### src/rtl/tprescaler_pkg.sv
// Shared types and defaults for the timer prescaler datapath.
package tprescaler_pkg;

    typedef enum logic {
        TPRESC_IDLE,
        TPRESC_RUN
    } tpresc_state_e;

    localparam int PRESC_W_DEF  = 8;
    localparam int SYNC_STG_DEF = 2;

endpackage

### src/rtl/tprescaler_sync.sv
// Reference-clock synchronizer with registered rising-edge detect.
// A ref_clk_i rise shows up on evt_edge_o SYNC_STG+1 clk_i cycles later.
module tprescaler_sync
    import tprescaler_pkg::*;
#(
    parameter int SYNC_STG = SYNC_STG_DEF
) (
    input  logic clk_i,
    input  logic rst_ni,
    input  logic ref_clk_i,
    output logic evt_edge_o
);

    logic [SYNC_STG-1:0] sync_q, sync_d;
    logic                prev_q, prev_d;
    logic                edge_q, edge_d;

    always_comb begin
        sync_d = {sync_q[SYNC_STG-2:0], ref_clk_i};
        prev_d = sync_q[SYNC_STG-1];
        edge_d = sync_q[SYNC_STG-1] & ~prev_q;
    end

    // NOTE: sequential state uses non-blocking assignments so every flop samples pre-edge values.
    always_ff @(posedge clk_i or negedge rst_ni) begin
        if (!rst_ni) begin
            sync_q <= '0;
            prev_q <= 1'b0;
            edge_q <= 1'b0;
        end else begin
            sync_q <= sync_d;
            prev_q <= prev_d;
            edge_q <= edge_d;
        end
    end

    assign evt_edge_o = edge_q;

endmodule

### src/rtl/tprescaler_core.sv
// Timer prescaler: divides clk_i cycles or ref_clk_i rises by (presc+1), emits tick_o,
// and takes new prescale values through a valid/ready handshake applied at count boundaries.
module tprescaler_core
    import tprescaler_pkg::*;
#(
    parameter int PRESC_W  = PRESC_W_DEF,
    parameter int SYNC_STG = SYNC_STG_DEF
) (
    input  logic               clk_i,
    input  logic               rst_ni,
    input  logic               enable_i,
    input  logic               clear_i,
    input  logic               ref_sel_i,
    input  logic               ref_clk_i,
    input  logic               cfg_valid_i,
    input  logic [PRESC_W-1:0] cfg_presc_i,
    output logic               cfg_ready_o,
    output logic               tick_o,
    output logic [PRESC_W-1:0] cnt_o,
    output logic [PRESC_W-1:0] presc_o
);

    tpresc_state_e      state_q, state_d;
    logic [PRESC_W-1:0] cnt_q, cnt_d;
    logic [PRESC_W-1:0] presc_q, presc_d;
    logic [PRESC_W-1:0] pend_q, pend_d;
    logic               pending_q, pending_d;
    logic               tick_q, tick_d;

    logic ref_edge;
    logic evt;
    logic accept;
    logic terminal;

    // The synchronizer runs regardless of ref_sel_i, so switching source never fakes an edge.
    tprescaler_sync #(
        .SYNC_STG (SYNC_STG)
    ) u_sync (
        .clk_i      (clk_i),
        .rst_ni     (rst_ni),
        .ref_clk_i  (ref_clk_i),
        .evt_edge_o (ref_edge)
    );

    assign evt      = ref_sel_i ? ref_edge : 1'b1;
    assign accept   = cfg_valid_i & ~pending_q;
    assign terminal = evt & (cnt_q >= presc_q);

    // NOTE: every next-state signal gets a default first so no path can infer a latch.
    always_comb begin
        state_d   = state_q;
        cnt_d     = cnt_q;
        presc_d   = presc_q;
        pend_d    = pend_q;
        pending_d = pending_q;
        tick_d    = 1'b0;

        unique case (state_q)
            TPRESC_IDLE: begin
                if (accept) begin
                    presc_d = cfg_presc_i;
                end
                if (enable_i) begin
                    state_d = TPRESC_RUN;
                end
                cnt_d = '0;
            end

            TPRESC_RUN: begin
                if (!enable_i) begin
                    // Leaving RUN is a count boundary: a held value takes effect now.
                    state_d = TPRESC_IDLE;
                    cnt_d   = '0;
                    if (pending_q) begin
                        presc_d   = pend_q;
                        pending_d = 1'b0;
                    end else if (accept) begin
                        presc_d = cfg_presc_i;
                    end
                end else begin
                    if (clear_i) begin
                        cnt_d = '0;
                    end else if (terminal) begin
                        cnt_d  = '0;
                        tick_d = 1'b1;
                        if (pending_q) begin
                            presc_d   = pend_q;
                            pending_d = 1'b0;
                        end
                    end else if (evt) begin
                        cnt_d = cnt_q + 1'b1;
                    end
                    if (accept) begin
                        pend_d    = cfg_presc_i;
                        pending_d = 1'b1;
                    end
                end
            end

            default: begin
                state_d = TPRESC_IDLE;
                cnt_d   = '0;
            end
        endcase
    end

    always_ff @(posedge clk_i or negedge rst_ni) begin
        if (!rst_ni) begin
            state_q   <= TPRESC_IDLE;
            cnt_q     <= '0;
            presc_q   <= '0;
            pend_q    <= '0;
            pending_q <= 1'b0;
            tick_q    <= 1'b0;
        end else begin
            state_q   <= state_d;
            cnt_q     <= cnt_d;
            presc_q   <= presc_d;
            pend_q    <= pend_d;
            pending_q <= pending_d;
            tick_q    <= tick_d;
        end
    end

    assign cfg_ready_o = ~pending_q;
    assign tick_o      = tick_q;
    assign cnt_o       = cnt_q;
    assign presc_o     = presc_q;

endmodule

### config.mk
export PLATFORM = sky130hd
export DESIGN_NAME = tprescaler_core
export DESIGN_NICKNAME = d
export VERILOG_FILES = /design/src/rtl/tprescaler_pkg.sv /design/src/rtl/tprescaler_sync.sv /design/src/rtl/tprescaler_core.sv
export SDC_FILE = /design/constraint.sdc
export NUM_CORES = 1
export LEC_CHECK = 0
export CAP_MARGIN = 20
export CORE_MARGIN = 2
export CORE_UTILIZATION = 45
export DETAILED_ROUTE_END_ITERATION = 8
export PLACE_DENSITY = 0.71
export SKIP_LAST_GASP = 1
export SLEW_MARGIN = 20
export SYNTH_ARGS = -nofsm -noshare
export SYNTH_HDL_FRONTEND = slang
export SYNTH_SLANG_ARGS = --single-unit
### constraint.sdc
create_clock -name clk_i -period 3.3 [get_ports clk_i]
set_input_delay 0.33 -clock clk_i [delete_from_list [all_inputs] [get_ports clk_i]]
set_output_delay 0.33 -clock clk_i [all_outputs]
set_load 0.02 [all_outputs]
# Word-level counts from Yosys, hierarchy flattened
# Cells that the tools add are included.
# op_classes
muxes	22
add_sub_neg	1
n_eq_ne	6
magnitude_cmp	1
bitwise_logic	6
reduce_logical	3
# ops
op	n
8-bit 2-to-1 mux	10
8-bit case mux with 2 select lines	2
1-bit 2-to-1 mux	10
3-bit by 2-bit != test with 1-bit output, second input constant	3
3-bit AND reduction	3
8-bit by 1-bit adder with 8-bit output, second input constant	1
8-bit greater-or-equal comparator	1
5-bit by 3-bit != test with 1-bit output, second input constant	1
1-bit AND	3
3-bit by 1-bit != test with 1-bit output, second input constant	1
3-bit != test, second input constant	1
1-bit NOT	3
# word_totals
elab_cells	48
reg_bits	31
in_bits	15

# Logic depth before layout (Yosys ltp)
# Gate-level depths: netlist (run 1).
# logic_depth
word_depth	6
ltp_mapped	8
depth_no_buf	7

# Cells and area by module
# From an unflattened synthesis (run 1), not the netlist that was laid out.
# unflattened
hier_cells	157
area_unflattened_um2	1656.6
# modules_own_cells
module	seq_area_each_um2	cells_each	instances	area_per_inst_um2
tprescaler_core	675.6	152	1	1542.7
tprescaler_sync	100.1	5	1	113.9

# Worst setup path after synthesis (run 1)
# OpenSTA, ideal clock, no wires.
# synth_timing
path_type	register to register
start	register cnt_q[2] (netlist: cnt_o[2])
end	register presc_q[0] (netlist: presc_o[0])
slack_ns	1.045
path_buffers	1
stages_incl_launch_ff	8
t_arrival_ns	2.127
path_cell_list	dfrtp_1 -> ha_1 -> a211oi_1 -> o21ai_1 -> a211oi_2 -> o311a_1 -> buf_4 -> mux2_1
# synth_via
elab_chain_cells	4
# synth_rtl
element	line_no	source
from (decl)	tprescaler_core.sv:24	logic [PRESC_W-1:0] cnt_q, cnt_d;
from (signal assigned)	tprescaler_core.sv:117	cnt_q <= cnt_d;
8-bit greater-or-equal comparator	tprescaler_core.sv:47	assign terminal = evt & (cnt_q >= presc_q);
1-bit AND	tprescaler_core.sv:47	
3-bit by 2-bit != test with 1-bit output (no source line)	--	
3-bit AND reduction (no source line)	--	
to (signal assigned)	tprescaler_core.sv:118	presc_q <= presc_d;
to (decl)	tprescaler_core.sv:25	logic [PRESC_W-1:0] presc_q, presc_d;
# No other way between the ends.
# A chain may end at the register's enable or synchronous reset.

# Final worst setup path (run 1)
# layout_timing
start	register cnt_q[2] (netlist: cnt_o[2])
end	register presc_q[6] (netlist: presc_o[6])
# Same word-level chain as after synthesis.

==> results.md, run 1 <==
Outcome:
- The flow ran to the end, and the final reports show no timing, DRC or antenna violations.

Timing:
- On the final layout, the worst hold slack is 368 ps.
- Timing would allow up to 428 MHz.
- Setup repair after global routing left no endpoint under its margin.
- The post-layout minimum cycle time is 2330 ps.
- Of the available clock period, the critical path in the final layout requires 0.707.
- The total count of hold-check failures in the final report came to 0.
- The transition time at the pin with the least slew margin is 462 ps.
- Setup violations remaining at the end of the flow were counted as 0.
- The count of pins over their slew limit is 0.
- Summed over all failing endpoints, the final setup total negative slack is 0 ps.
- The clock tree skew after final layout is 7.85 ps.
- The worst pin sits at a relative slew slack of 0.691.

Placed design:
- After detailed placement, the total cell area comes to 2030 µm².
- Routability-driven placement finished with a final weighted congestion of 0.786.
- The half-perimeter wire length after detailed placement is 2.41 mm.
- The number of buffer cells added on primary ports is 32.

Routing:
- After detailed routing, the average wire length per cell comes to 13.5 µm.
- The wire length after detailed routing is 3.44 mm.
- The total via count in the routed design is 1341.
- The first-pass detailed-route iteration total is 4.
- The starting DRC count in detailed routing is 72.
- After detailed routing, the number of vias per cell comes to 5.28.
- The number of nets with antenna violations after detailed routing is 0.
- For this run, design rule violations remaining after detail routing come to 0.

Clock network:
- Buffers inserted during clock tree synthesis total 5.
- CTS saw 31 sinks.
- Buffers inserted to repair hold after CTS numbered 0.
- The H-tree generated during clock tree synthesis spans 2 levels.
- TritonCTS built the clock tree.
- The clock passes through at most 2 buffers.
- The number of cells upsized or downsized after cts is 0.
- The setup fix buffers added after clock tree synthesis is 0.
- The clock root buffer is sky130_fd_sc_hd__clkbuf_4.
- Clock-pin slew was measured on the worst setup and hold paths at 110 ps.
- The later-pin clock latency in the skew report is 330 ps.

Die:
- The placeable core area is 3420 µm².
- The width of the die is 64.5 µm.
- For this configuration, the core starts out at a cell density of 0.483.
- The overall die area is 4160 µm².
- Row generation in the floorplan step produced 21 rows.
- The number of top-level pins is 33.
- The die is 64.5 µm tall.

Setup path:
- The family with the most delay on the worst path is compound AO/OA/AOI/OAI gates.
- The critical path buffer and inverter count is 0.
- For this run, the slowest stage of the critical path takes 470 ps.
- The slowest stage of the critical path belongs to the cell sky130_fd_sc_hd__dfrtp_1.
- At the worst endpoint, the arrival time is 2560 ps.
- The capturing element type of the critical path is a flop.
- The worst setup path is of the reg -> reg kind.
- The kind of launch point of the worst setup path is a flop.
- For the worst setup path, the data required time is 3520 ps.
- The maximum fanout count along the critical path is 8.
- Traced cell by cell, the critical path runs through ha_1 -> a211oi_1 -> o21ai_1 -> a211oi_2 -> o311a_1 -> mux2_1.

Synthesis:
- The top-area cell type share of the netlist area is 0.470.
- The warning count from the yosys run is 0.
- By area the synthesized netlist is led by sky130_fd_sc_hd__dfrtp_1 47%, sky130_fd_sc_hd__ha_1 6.8%, sky130_fd_sc_hd__a21oi_1 5.8%.
- The post-synthesis area per instance is 9.64 µm².
- Synthesis produced a netlist whose cell count is 171.
- The sequential fraction of the synthesis area is 0.470.
- The post-synthesis register bit count is 31.
- The distinct cell type count of the synthesized netlist is 31.
- The synthesized cell area is 1650 µm².
- The number of nets in the synthesized netlist is 195.
- The cell taking the most area after synthesis is sky130_fd_sc_hd__dfrtp_1.

Layout:
- The utilization of the core after routing is 0.611.
- The area of all placed cells without fillers is 2090 µm².
- The top cell types in the final layout, fill and taps aside, are 32 x sky130_fd_sc_hd__clkdlybuf4s50_1, 31 x sky130_fd_sc_hd__dfrtp_1, 19 x sky130_fd_sc_hd__nor2_1, 19 x sky130_fd_sc_hd__a21oi_1, 15 x sky130_fd_sc_hd__nand2_1.
- The ratio of cells with drive above 1 in the final layout is 0.111.
- The number of inserted diodes is 0.
- Relative to the synthesized area, the layout overhead comes to 26.5%.
- The most frequent standard cell in the layout excluding fill and tap cells is sky130_fd_sc_hd__clkdlybuf4s50_1.
- The net total in the final layout is 231.

GRT:
- The first-pass GRT wire length is 5.94 mm.
- The pin count of the biggest net entering global routing is 32.
- The total overflow left after global routing is 0.
- The initial antenna violation count is 0.
- The total global-route track usage is 0.182.
- The number of global-route vias before repair is 1295.

Pwr:
- IR analysis of the VDD net gives a maximum drop of 0.424 mV.
- Of the total power, combinational logic draws 0.361.
- The total leakage power is 0.886 nW.
- The sequential share of power is 0.447.
- The power density over cell area is 560 nW/µm².
- The fraction of power spent switching nets is 0.350.
- Internal power comes to 0.000759 W.
- The share of total power dissipated in the clock network is 0.192.
- For this design the total switching power over the nets is 0.000409 W.

Min path:
- The worst hold path belongs to the class reg -> reg.

Job:
- The number of violations of the max-capacitance limit is 0.
==> cells in the mapped netlist, drive strengths merged <==
master and count:
o211ai 2, mux2 16, nand2b 1, clkbuf 5
o311a 1, ha 9, nand3b 2, mux2i 1
o21ai 5, nor2 19, a21boi 1, nand2 15
and3 1, a31oi 4, nor3 5, a211oi 3
nand3 8, a21oi 19, and2 1, or4 1
dfrtp 31, inv 9, a21bo 1, nor3b 1
nor2b 5, nand4 2, buf 3
==> power by group through the flow <==
stage          registers (W)  logic [W]  clock network [W]
3_5_place_dp        0.000530   0.000424                  0
3_3_place_gp        0.000527   0.000413                  0
4_1_cts             0.000523   0.000430           0.000232
2_1_floorplan       0.000567   0.000218                  0
5_1_grt             0.000536   0.000469           0.000247
6_report            0.000522   0.000422           0.000224
==> per-stage QoR <==
stage / setup slack [ps] / instances / total power, W
after global routing: 778 / 254 / 0.00125
final: 966 / 254 / 0.00117
after floorplan: 1050 / 171 / 0.000784
after detailed placement: 978 / 246 / 0.000954
after global placement: 1050 / 246 / 0.000940
after CTS: 949 / 254 / 0.00118
==> path summary, 6_finish.rpt <==
| check | from | slack (ps) | depth (start not counted) | end |
|---|---|---|---|---|
| max in group asynchronous | rst_ni | 2620 | 2 | cnt_o[2] |
| min in group asynchronous | rst_ni | 390 | 2 | u_sync.sync_q[0] |
| setup / recovery | cnt_o[2] | 970 | 6 | presc_o[6] |
| hold / removal | u_sync.sync_q[0] | 370 | 0 | u_sync.sync_q[1] |
| hold reg to reg | u_sync.sync_q[0] | 370 | 0 | u_sync.sync_q[1] |
| setup reg to reg | cnt_o[2] | 970 | 6 | presc_o[6] |
==> area by class of cell <==
type,count,area [µm²]
Timing Repair Buffer,37,358
Inverter,9,33.8
Multi-Input combinational cell,123,803
Sequential cell,31,776
Tap cell,46,57.6
Fill cell,298,1330
Clock buffer,5,37.5
Clock inverter,3,20.0
==> cell families (layout without fill, tap and decap cells) <==
| group | Yosys count | count (layout) | share of synthesized area |
|---|---|---|---|
| simple gates | 61 | 61 | 0.173 |
| compound gates | 36 | 36 | 0.130 |
| flops | 31 | 31 | 0.470 |
| mux | 17 | 17 | 0.115 |
| buf+inv | 17 | 54 | 0.0425 |
| fa+ha+maj | 9 | 9 | 0.0683 |
==> flip-flops by register name, summed over array words and instances (netlist names) <==
signal             cells
presc_o                8
pend_q                 8
cnt_o                  8
u_sync.prev_q          1
pending_q              1
state_q                1
u_sync.sync_q          2
u_sync.evt_edge_o      1
tick_o                 1
==> metal layers <==
layer | vias up | share of wire | GRT usage
met3 | 4 | 0.045 | 0.0521
met5 | - | 0 | 0
met2 | 27 | 0.48 | 0.313
met4 | 0 | 0.0090 | 0.0479
met1 | 644 | 0.46 | 0.225
li1 | 666 | - | -
==> worst register-to-register path, stage by stage (launching register included) <==
cell,delay [ps]
sky130_fd_sc_hd__dfrtp_1,470
sky130_fd_sc_hd__ha_1,350
sky130_fd_sc_hd__a211oi_1,230
sky130_fd_sc_hd__o21ai_1,110
sky130_fd_sc_hd__a211oi_2,260
sky130_fd_sc_hd__o311a_1,450
sky130_fd_sc_hd__mux2_1,370
(Power assumes the default switching activity.)
==> inputs of run 2 (changes only) <==
==> constraint.sdc (replaced) <==
create_clock -name clk_i -period 2.4 [get_ports clk_i]
set_input_delay 0.24 -clock clk_i [delete_from_list [all_inputs] [get_ports clk_i]]
set_output_delay 0.24 -clock clk_i [all_outputs]
set_load 0.02 [all_outputs]
==> run 2 against run 1 <==
Against the previous run:
- hold slack lost 72 ps
- cell count grew 0.39%
- via count grew 2.7%
- die area is the same
- sequential power grew 38%
- largest power group unchanged
- highest routed layer unchanged
==> results.md, run 2 (synthesis results as in run 1) <==
Setup path:
- The cell with the largest stage delay on the worst path is sky130_fd_sc_hd__dfrtp_1 (unchanged).
- The critical path buffer and inverter count was 0 (unchanged).
- The capturing element type of the critical path is a flop (unchanged).
- The biggest cell delay along the critical path is 470 ps (about the same).
- The required time at the worst-slack endpoint is 2620 ps (was 3520 ps).
- The kind of launch point of the worst setup path is a flop (unchanged).
- The total number of cells along the worst setup path was 6 (unchanged).
- The internal reg-to-reg setup slack was 220 ps (was 970 ps).
- The critical path class is reg -> reg (unchanged).
- The family with the most delay on the worst path is compound AO/OA/AOI/OAI gates (unchanged).
- The arrival time reported for the critical path endpoint came to 2400 ps (was 2560 ps).
- The maximum fanout count along the critical path was 8 (unchanged).
- Cell Chain, Critical Path: ha_1 -> a211oi_1 -> o21ai_1 -> a211oi_2 -> o311a_2 -> mux2_1 (was ha_1 -> a211oi_1 -> o21ai_1 -> a211oi_2 -> o311a_1 -> mux2_1).
- The beginning of the worst register-to-register path is cnt_o[2] (unchanged).
- The capture point of the worst reg-to-reg path is presc_o[0] (was presc_o[6]).
- The cell count of the worst reg-to-reg path was 6 (unchanged).

Die:
- The number of core rows is 21 (unchanged).
- The starting utilization of the core area is 0.483 (unchanged).
- The overall die area came to 4160 µm² (unchanged).
- The placeable core area is 3420 µm² (unchanged).
- The floorplan die height came to 64.5 µm (unchanged).
- The width of the die is 64.5 µm (unchanged).
- The number of top-level pins is 33 (unchanged).

Routing:
- The total via count in the routed design came to 1377 (was 1341).
- The starting DRC count in detailed routing is 79 (was 72).
- The final routed DRC violation total came to 0 (unchanged).
- The wire length after detailed routing came to 3.45 mm (was 3.44 mm).
- The routed wire length per instance is 13.5 µm (about the same).
- The number of nets with antenna violations after detailed routing is 0 (unchanged).
- The first-pass detailed-route iteration total came to 4 (unchanged).
- The number of vias per cell after detailed routing was 5.40 (was 5.28).

Layout:
- The area overhead of the layout relative to synthesis is 27.9% (was 26.5%).
- Most frequent cells in the layout: 32 x sky130_fd_sc_hd__clkdlybuf4s50_1, 31 x sky130_fd_sc_hd__dfrtp_1, 19 x sky130_fd_sc_hd__nor2_1, 19 x sky130_fd_sc_hd__a21oi_1, 15 x sky130_fd_sc_hd__nand2_1 (unchanged).
- The ratio of cells with drive above 1 in the final layout is 0.120 (was 0.111).
- The most frequent standard cell in the layout excluding fill and tap cells is sky130_fd_sc_hd__clkdlybuf4s50_1 (unchanged).
- The net total in the final layout is 232 (was 231).
- The number of inserted diodes came to 0 (unchanged).

GRT:
- The initial antenna violation count is 0 (unchanged).
- The pin count of the biggest net entering global routing is 32 (unchanged).
- The total global-route track usage is 0.184 (was 0.182).
- The first-pass GRT wire length was 5.97 mm (was 5.94 mm).
- The number of global-route vias before repair is 1356 (was 1295).
- The final global-route overflow total is 0 (unchanged).

Timing:
- The post-layout minimum cycle time is 2180 ps (was 2330 ps).
- The transition time at the pin with the least slew margin is 457 ps (was 462 ps).
- The highest attainable clock frequency is 459 MHz (was 428 MHz).
- The setup slack of the critical path after layout is 219 ps (was 966 ps).
- Setup repair after global routing missed its margin: no (unchanged).
- The total count of hold-check failures in the final report came to 0 (unchanged).
- The final cycle utilization of the critical path is 0.909 (was 0.707).
- The aggregate negative setup slack is 0 ps (unchanged).
- The headroom to the max-slew limit came to 0.694 (was 0.691).
- The count of pins over their slew limit is 0 (unchanged).
- The final count of negative-setup-slack endpoints is 0 (unchanged).
- The clock tree skew after final layout is 11.7 ps (was 7.85 ps).

Clock network:
- The later-pin clock latency in the skew report came to 330 ps (about the same).
- The post-CTS clock slew at the launch and capture registers of the worst setup and hold paths is 100 ps (was 110 ps).
- The number of buffers created by CTS is 5 (unchanged).
- The clock root buffer is sky130_fd_sc_hd__clkbuf_4 (unchanged).
- The number of clock sinks seen by CTS is 31 (unchanged).
- The TritonCTS clock tree is yes (unchanged).
- The maximum clock path buffer count is 2 (unchanged).
- The number of H-tree levels is 2 (unchanged).
- The number of buffers added to fix hold violations after cts is 0 (unchanged).

Pwr:
- The power density over cell area was 784 nW/µm² (was 560 nW/µm²).
- The total leakage power was 0.902 nW (was 0.886 nW).
- The maximum resistive drop on vdd is 0.514 mV (was 0.424 mV).

Job:
- The number of violations of the max-capacitance limit is 0 (unchanged).

Placed design:
- The minimum setup slack after placement is 87.9 ps (was 978 ps).
- The number of buffer cells added on primary ports is 32 (unchanged).
- The half-perimeter wire length after detailed placement came to 2.53 mm (was 2.41 mm).
- The final weighted congestion in routability-driven placement is 0.787 (was 0.786).

Min path:
- The class of the most critical hold timing path is in -> async (was reg -> reg).

Outcome:
- Outcome: completed (unchanged).
## run 2: what timing repair did
| item | 4_1_cts | 5_1_grt |
|---|---|---|
| resized for setup | 0 | 1 |
| setup endpoints to repair | 0 | 8 |
| setup buffers | 0 | 0 |
## run 2: layout make-up
class	count	area, µm²
clock buffers	7	65.1
clock inverters	1	7.51
fillers	301	1310
inverters	9	33.8
multi-input cells	123	805
flip-flops and latches	31	776
well taps	46	57.6
repair buffers	38	365
## run 2: where the power goes
| group | switching (W) | internal [W] |
|---|---|---|
| Sequential | 0.0000803 | 0.000640 |
| Clock | 0.000185 | 0.000171 |
| Combinational | 0.000285 | 0.000292 |
## run 2: worst reg2reg max path: stages (launching register included)
cell	delay (ps)
sky130_fd_sc_hd__dfrtp_1	470
sky130_fd_sc_hd__ha_1	330
sky130_fd_sc_hd__a211oi_1	220
sky130_fd_sc_hd__o21ai_1	100
sky130_fd_sc_hd__a211oi_2	260
sky130_fd_sc_hd__o311a_2	340
sky130_fd_sc_hd__mux2_1	350
## run 2: stage by stage
step | cells | cell area (µm²) | util | hold slack, ps | power [W]
final | 255 | 2110 | 0.618 | 297 | 0.00165
after global routing | 255 | 2110 | 0.618 | 305 | 0.00177
after CTS | 255 | 2110 | 0.617 | 306 | 0.00167
after detailed placement | 247 | 2040 | 0.596 | 336 | 0.00131
after global placement | 247 | 2040 | 0.596 | 341 | 0.00129
after floorplan | 171 | 1650 | - | -55.6 | 0.00108
## run 2: layer usage
metal / GRT usage / vias up / wire (µm) / part of all wire
met5: 0 / - / 0 / 0
met4: 0.0532 / 0 / 40 / 0.012
met3: 0.0503 / 5 / 151 / 0.044
met2: 0.324 / 30 / 1730 / 0.50
met1: 0.220 / 668 / 1530 / 0.44
li1: - / 674 / - / -
## run 2: worst max path at each step
stage / startpoint / slack, ps / end
6_report: cnt_o[2] / 220 / presc_o[0]
5_1_grt: cnt_o[2] / 50 / presc_o[0]
3_5_place_dp: cnt_o[2] / 90 / presc_o[0]
3_3_place_gp: cnt_o[2] / 150 / presc_o[0]
2_1_floorplan: cnt_o[2] / 150 / presc_o[0]
4_1_cts: cnt_o[2] / 90 / presc_o[0]
